`src/rtl/bp_cfg_tile_sequencer.sv`:
```
// Boot sequencer: maps a configuration select to a core count, then programs each
// tile's core/CCE IDs over a valid/ready stream and finally unfreezes every tile.
module bp_cfg_tile_sequencer #(
    parameter int lg_max_cfgs_p    = 7,
    parameter int tile_id_width_p  = 5,
    parameter int cfg_addr_width_p = 4,
    parameter int cfg_data_width_p = 16
) (
    input  logic                          clk_i,
    input  logic                          reset_i,
    input  logic                          start_i,
    input  logic [lg_max_cfgs_p-1:0]      cfg_sel_i,
    output logic                          busy_o,
    output logic                          done_o,
    output logic                          error_o,
    output logic [tile_id_width_p:0]      num_cores_o,
    output logic                          cfg_v_o,
    input  logic                          cfg_ready_i,
    output logic [tile_id_width_p-1:0]    cfg_tile_o,
    output logic [cfg_addr_width_p-1:0]   cfg_addr_o,
    output logic [cfg_data_width_p-1:0]   cfg_data_o
);

    typedef logic [tile_id_width_p:0]    count_t;
    typedef logic [tile_id_width_p-1:0]  tile_t;
    typedef logic [cfg_addr_width_p-1:0] addr_t;
    typedef logic [cfg_data_width_p-1:0] data_t;

    typedef enum logic [2:0] {
        S_IDLE,
        S_LOOKUP,
        S_WR_ID,
        S_WR_CCE,
        S_UNFREEZE,
        S_DONE
    } state_e;

    // A count of zero marks an unsupported configuration.
    function automatic count_t cores_for(input logic [lg_max_cfgs_p-1:0] sel);
        count_t n;
        case (int'(sel))
            1, 2, 3: n = count_t'(1);
            4:       n = count_t'(2);
            5:       n = count_t'(3);
            6:       n = count_t'(4);
            7:       n = count_t'(6);
            8:       n = count_t'(8);
            9:       n = count_t'(12);
            10:      n = count_t'(16);
            default: n = '0;
        endcase
        return n;
    endfunction

    state_e                   state_q, state_d;
    logic [lg_max_cfgs_p-1:0] sel_q, sel_d;
    count_t                   cores_q, cores_d;
    count_t                   lookup_cores;
    tile_t                    tile_q, tile_d;
    logic                     done_q, done_d;
    logic                     error_q, error_d;
    logic                     v_q, v_d;
    tile_t                    out_tile_q, out_tile_d;
    addr_t                    addr_q, addr_d;
    data_t                    data_q, data_d;
    logic                     xfer;
    logic                     last_tile;

    assign xfer         = v_q & cfg_ready_i;
    assign last_tile    = (count_t'(tile_q) == (cores_q - count_t'(1)));
    assign lookup_cores = cores_for(sel_q);

    always_ff @(posedge clk_i or posedge reset_i) begin
        if (reset_i) begin
            state_q    <= S_IDLE;
            sel_q      <= '0;
            cores_q    <= '0;
            tile_q     <= '0;
            done_q     <= 1'b0;
            error_q    <= 1'b0;
            v_q        <= 1'b0;
            out_tile_q <= '0;
            addr_q     <= '0;
            data_q     <= '0;
        end else begin
            state_q    <= state_d;
            sel_q      <= sel_d;
            cores_q    <= cores_d;
            tile_q     <= tile_d;
            done_q     <= done_d;
            error_q    <= error_d;
            v_q        <= v_d;
            out_tile_q <= out_tile_d;
            addr_q     <= addr_d;
            data_q     <= data_d;
        end
    end

    always_comb begin
        state_d = state_q;
        sel_d   = sel_q;
        cores_d = cores_q;
        tile_d  = tile_q;
        done_d  = done_q;
        error_d = error_q;

        case (state_q)
            S_IDLE: begin
                if (start_i) begin
                    sel_d   = cfg_sel_i;
                    done_d  = 1'b0;
                    error_d = 1'b0;
                    state_d = S_LOOKUP;
                end
            end
            S_LOOKUP: begin
                tile_d = '0;
                if (lookup_cores == '0) begin
                    error_d = 1'b1;
                    state_d = S_IDLE;
                end else begin
                    cores_d = lookup_cores;
                    state_d = S_WR_ID;
                end
            end
            S_WR_ID: begin
                if (xfer) begin
                    state_d = S_WR_CCE;
                end
            end
            S_WR_CCE: begin
                if (xfer) begin
                    if (last_tile) begin
                        tile_d  = '0;
                        state_d = S_UNFREEZE;
                    end else begin
                        tile_d  = tile_q + 1'b1;
                        state_d = S_WR_ID;
                    end
                end
            end
            S_UNFREEZE: begin
                if (xfer) begin
                    if (last_tile) begin
                        state_d = S_DONE;
                    end else begin
                        tile_d = tile_q + 1'b1;
                    end
                end
            end
            S_DONE: begin
                done_d  = 1'b1;
                state_d = S_IDLE;
            end
            default: begin
                state_d = S_IDLE;
            end
        endcase

        // Stream outputs are registered from the next state so they hold during stalls.
        v_d        = (state_d == S_WR_ID) || (state_d == S_WR_CCE) || (state_d == S_UNFREEZE);
        out_tile_d = v_d ? tile_d : '0;
        case (state_d)
            S_WR_ID:    addr_d = addr_t'(0);
            S_WR_CCE:   addr_d = addr_t'(1);
            S_UNFREEZE: addr_d = addr_t'(2);
            default:    addr_d = '0;
        endcase
        data_d = ((state_d == S_WR_ID) || (state_d == S_WR_CCE)) ? data_t'(tile_d) : '0;
    end

    assign busy_o      = (state_q != S_IDLE);
    assign done_o      = done_q;
    assign error_o     = error_q;
    assign num_cores_o = cores_q;
    assign cfg_v_o     = v_q;
    assign cfg_tile_o  = out_tile_q;
    assign cfg_addr_o  = addr_q;
    assign cfg_data_o  = data_q;

endmodule

```
`config.mk`:
```
export PLATFORM = sky130hd
export DESIGN_NAME = bp_cfg_tile_sequencer
export DESIGN_NICKNAME = d
export VERILOG_FILES = /design/src/rtl/bp_cfg_tile_sequencer.sv
export SDC_FILE = /design/constraint.sdc
export NUM_CORES = 1
export LEC_CHECK = 0
export CAP_MARGIN = 20
export CORE_MARGIN = 1
export CORE_UTILIZATION = 39
export CTS_CLUSTER_SIZE = 8
export DETAILED_ROUTE_END_ITERATION = 7
export GPL_ROUTABILITY_DRIVEN = 0
export PLACE_DENSITY = 0.73
export SLEW_MARGIN = 20
export SYNTH_ARGS = -nofsm -noshare
export SYNTH_HDL_FRONTEND = slang
export SYNTH_SLANG_ARGS = --single-unit
export TNS_END_PERCENT = 30
```
`constraint.sdc`:
```
create_clock -name clk_i -period 4.4 [get_ports clk_i]
set_clock_uncertainty 0.05 [all_clocks]
set_input_delay 0.88 -clock clk_i [delete_from_list [all_inputs] [get_ports clk_i]]
set_output_delay 0.88 -clock clk_i [all_outputs]
set_load 0.05 [all_outputs]
```
---- Yosys cells after proc, flatten, opt, wreduce, memory -nomap -nowiden ----
Memory sizes are Yosys's and may differ from the RTL's.
Cells that the tools add are included.
storage, ports and cells
  bits in registers ....................... 49
  bits in latches ......................... 0
  bits in writable memories ............... 0
  memory bits (read-only) ................. 80
  input bits .............................. 11
  memories kept ........................... 1
operators by class
  add/sub/neg operators ................... 2
  multipliers ............................. 0
  div/mod/pow operators ................... 0
  $lt $le $gt $ge ......................... 0
  eq/ne operators ......................... 11
  shift operators ......................... 0
  multiplexer cells ....................... 21
  bitwise gates (word level) .............. 2
  reduce and logical (&&, ||, !) cells .... 12
memories
  memory           words  bits a word  read ports  clocked after Yosys merged registers in  wr ports  line  RTL
  (no name shown)  16     5            1           0                                        0         41    case (int'(sel))
operators by type and width
  operator             number
  $mux 5               6
  $mux 3               6
  $pmux 3 s5           1
  $pmux 5 s3           1
  $eq 3x2->1 const B   4
  $eq 3x3->1 const B   3
  $eq 5x6->1           1
  $logic_not 3->1      2
  $logic_not 6->1      1
  $mux 6               1
  $reduce_and 2->1     3
  $sub 6x1->6 const B  1
  $add 5x1->5 const B  1
  $ne 2x2->1 const B   2
  $pmux 1 s2           2
  $pmux 2 s2           1
  $reduce_bool 2->1    2
  $eq 3x1->1 const B   1
  $reduce_and 3->1     1
  $reduce_bool 3->1    1
  $logic_or 1x1->1     2
  $mux 1               2
  $mux 2               1
  $and 1x1->1          1
  $not 1->1            1

---- Depth between registers and ports, before layout ----
  word-level depth ........................ 9
  depth in mapped cells ................... 10
  mapped depth without buffers ............ 10

---- Least setup slack after synthesis ----
No wires, ideal clock.
  kind .................................... flip-flop to flip-flop
  start ................................... register cores_q[0], in the netlist num_cores_o[0]
  end ..................................... register data_q[0], in the netlist cfg_data_o[0]
  arrival ................................. 2.374 ns
  slack ................................... 1.845 ns
  stages on the path, launching flop included .. 10
  path buffers ............................ 0
  path through ............................ dfrtp_1 inv_1 ha_1 xnor2_1 a211oi_2 nand4_4 ha_1 o22ai_1 a22oi_1 nor2_1
between the ends
  word-level cells in the longest chain between the ends .. 8
ends and longest elaborated chain
  item                              line      RTL
  from (decl)                       57        count_t cores_q, cores_d;
  from (signal assigned)            88        cores_q <= cores_d;
  $sub 6x1->6 *                     70        assign last_tile = (count_t'(tile_q) == (cores_q - count_t'(1)));
  $eq 5x6->1 *                      70
  $mux 3, on equally long branches  144, 133
  $mux 3, on equally long branches  143, 132
  $pmux 3 s5                        107       case (state_q)
  $eq 3x2->1                        169       data_d = ((state_d == S_WR_ID) || (state_d == S_WR_CCE)) ? data_t'(tile_d) : '0;
  $logic_or 1x1->1                  169
  $mux 5 *                          169
  net data_d[0]                     65        data_t data_q, data_d;
  to (signal assigned)              95        data_q <= data_d;
  to (decl)                         65
Mark *: on every way through the listed nets, which the timed path passes. The rest lies on a longest branch.
A chain may end at the register's enable or synchronous reset.

---- Final worst setup path ----
  start ................................... register state_q[0]
  end ..................................... output port busy_o
between the ends
  word-level cells in the longest chain between the ends .. 1
ends and longest elaborated chain
  item                    line  RTL
  from (decl)             55    state_e state_q, state_d;
  from (signal assigned)  86    state_q <= state_d;
  $reduce_bool 3->1       172   assign busy_o = (state_q != S_IDLE);
  to (decl)               13    output logic busy_o,
Every way passes these cells.

==> flow_summary.toml <==
[critical_path]
cp_num_buf_inv = 2
cp.required_ns = 3.47
cp_top_family = "buffers and inverters"
path_class = "register to output port"
rrSetupSlack_ns = 1.92
crit_fanout = 10
cp-end-kind = "output port"
path_cells = "inv_1, nand2_1, clkdlybuf4s50_1"
max_stage_delay_ns = 0.80
crit_slowest_cell = "clkdlybuf4s50_1"
crit_path_start_kind = "register"
arrival_ns = 1.80

[floorplanning]
core_area_mm2 = 0.004444
initial_core_util_pct = 41.55
pin_count = 46
num_rows = 24
dieArea_mm2 = 0.005015
die_x_um = 70.82
die_h_um = 70.82

[worst_hold_path]
min_path_type = "register to register"

[sta]
setup_violations = 0
rsz0062_at_grt = "no"
final_hold_viol_count = 0
max-slew-margin-rel_pct = 52.94
fin_crit_ns = 2.732
period_share_pct = 62.10
fmax_mhz = 366.0
tns_ns = 0
worstMarginPinSlew_ns = 0.7043
report.final.slew_viol_count = 0

[detailed_routing]
wirelength_um = 3627
vias = 1363
drt_pass1_iterations = 6
drt_iter0_drc = 72
drt.antenna.violating_nets = 0
viasPerCell = 5.086
wl_per_cell_um = 13.53
drc_errors = 0

[grt]
grt_antenna_before_repair = 0
grt_usage_pct = 16.25
grt_pass1_wl_um = 6306
grt_start_max_net_pins = 36
grt_pass1_vias = 1386
grt_overflow = 0

[synthesis]
synth_common_cells = "dfrtp_1, nand2_1, buf_4, inv_1, mux2_2"
synth-seq-cells = 35
netlist_instances = 182
yosysMostFrequentCell = "dfrtp_1"
netlist.area_leader.share_pct = 47.43
synth_edf_count = 0
synth_area_leaders = "dfrtp_1, mux2_2, buf_4, nand2_1, xnor2_1"
synth_area_mm2 = 0.001847
netlist-cell-type-count = 42
ys_seq_area_share_pct = 47.43
synth_area_per_cell_um2 = 10.15
ys.flop_type = "dfrtp_1"
ys_warn_count = 0
synthArstFlopShare_pct = 100.0
synth_top_area_cell = "dfrtp_1"

[layout]
finalInstanceArea_mm2 = 0.002248
final_layout_size_suffix_gt1_share_pct = 10.19
multi_input_area_um2 = 833.3
nFillCells = 412
layout.nets = 229
seq_area_um2 = 875.8
area_delta_synth_final_pct = 21.75
final_cells = 268
antenna_cells = 0

[power_and_ir_drop]
p_per_area_mw_per_mm2 = 403.5
leakage_nw = 1.027
peakVddDrop_mv = 0.1764
power.total_w = 0.0009073

[run_status]
status = "completed"

[clock_network]
clockRootBuffer = "clkbuf_8"
htreeDepth = 2
cts_buffer_depth = 2
cts_tree = "yes"
clock_sinks = 35
clk_pin_slew_ns = 0.07
hold_buffers = 0
post_cts_buffers = 0
cts_buffers = 5
insertion_delay_ns = 0.29
cts_resized = 0

[flow_run]
maxCapViolCount = 0

[placement]
hpwl_um = 2592
place_inst = 260
dpl_cell_area_mm2 = 0.002145
numPortBuffers = 31
[logic make-up (layout without fill, tap and decap cells)]
group	Yosys count	in the layout	share of synthesized area [%]
simple gates	54	54	15.31
flops	35	35	47.43
compound gates	34	34	13.01
buf+inv	33	54	10.09
mux	12	12	7.182
xor+xnor	10	10	4.743
fa+ha+maj	3	3	2.033
other cells	1	14	0.2031
[final timing paths]
kind | start | endpoint | cells after the start
hold reg to reg | sel_q[4] | sel_q[4] | 1
max in group asynchronous | reset_i | num_cores_o[1] | 3
min in group asynchronous | reset_i | sel_q[1] | 3
setup reg to reg | num_cores_o[0] | cfg_data_o[0] | 9
setup / recovery | state_q[0] | busy_o | 3
hold / removal | sel_q[4] | sel_q[4] | 1
[layer usage]
metal	track usage, %	wire (um)
met1	20.98	1739
met5	0	0
met4	7.111	65
met3	4.416	134
met2	25.75	1687
[metrics by stage]
| stage | worst slack, ns | hold slack (ns) | util, % |
|---|---|---|---|
| 2_1_floorplan | 1.845 | 0.4221 | - |
| 6_report | 1.668 | 0.4551 | 50.59 |
| 5_1_grt | 1.579 | 0.4881 | 50.59 |
| 3_5_place_dp | 1.685 | 0.4418 | 48.25 |
| 4_1_cts | 1.649 | 0.4577 | 50.59 |
| 3_3_place_gp | 1.729 | 0.4353 | 48.25 |
[power by group]
| part | leakage (nW) | switching [W] | internal, W | total [W] |
|---|---|---|---|---|
| registers | 0.428 | 0.0000359 | 0.000355 | 0.000391 |
| logic | 0.548 | 0.000163 | 0.0000971 | 0.000260 |
| clock network | 0.0505 | 0.000114 | 0.000142 | 0.000256 |
[worst reg2reg max path: cells and delay by family (launching register included)]
family | cells | cell delay [ns]
xor+xnor | 1 | 0.14
buf+inv | 1 | 0.09
fa+ha+maj | 2 | 0.67
simple gates | 2 | 0.31
flops | 1 | 0.44
compound gates | 3 | 0.66
[registers in the layout, summed over array words and instances (netlist names)]
signal and flops:
cfg_addr_o 2, cfg_data_o 5, cfg_tile_o 5, cfg_v_o 1, done_o 1, error_o 1
num_cores_o 5, sel_q 7, state_q 3, tile_q 5
[placed cells by master (no fill, tap or decap), types with 2 or more instances in the layout]
master            n
nor2_1            7
xor2_1            3
nand2_1          22
mux2_2           10
nand2b_1          2
mux2i_1           2
conb_1           14
a22oi_1           5
or3_1             3
nand3b_1          2
nand3_1           4
ha_1              3
nor3b_1           2
clkbuf_8          7
o21ai_0           7
nand4_1           2
xnor2_1           7
o22ai_1           2
nor4_1            2
clkdlybuf4s50_1  31
nor3_1            2
dfrtp_1          35
a21oi_1           8
inv_1            14
a21o_1            3
[cell type report]
| type | count | area share, % |
|---|---|---|
| sequential | 35 | 38.95 |
| multi-input combinational | 127 | 37.06 |
| timing repair buffer | 32 | 14.13 |
| clock buffer | 7 | 4.285 |
| tap | 52 | 2.894 |
| inverter | 14 | 2.337 |
| clock inverter | 1 | 0.3339 |
Note: power is estimated with default switching activity, not from simulation.
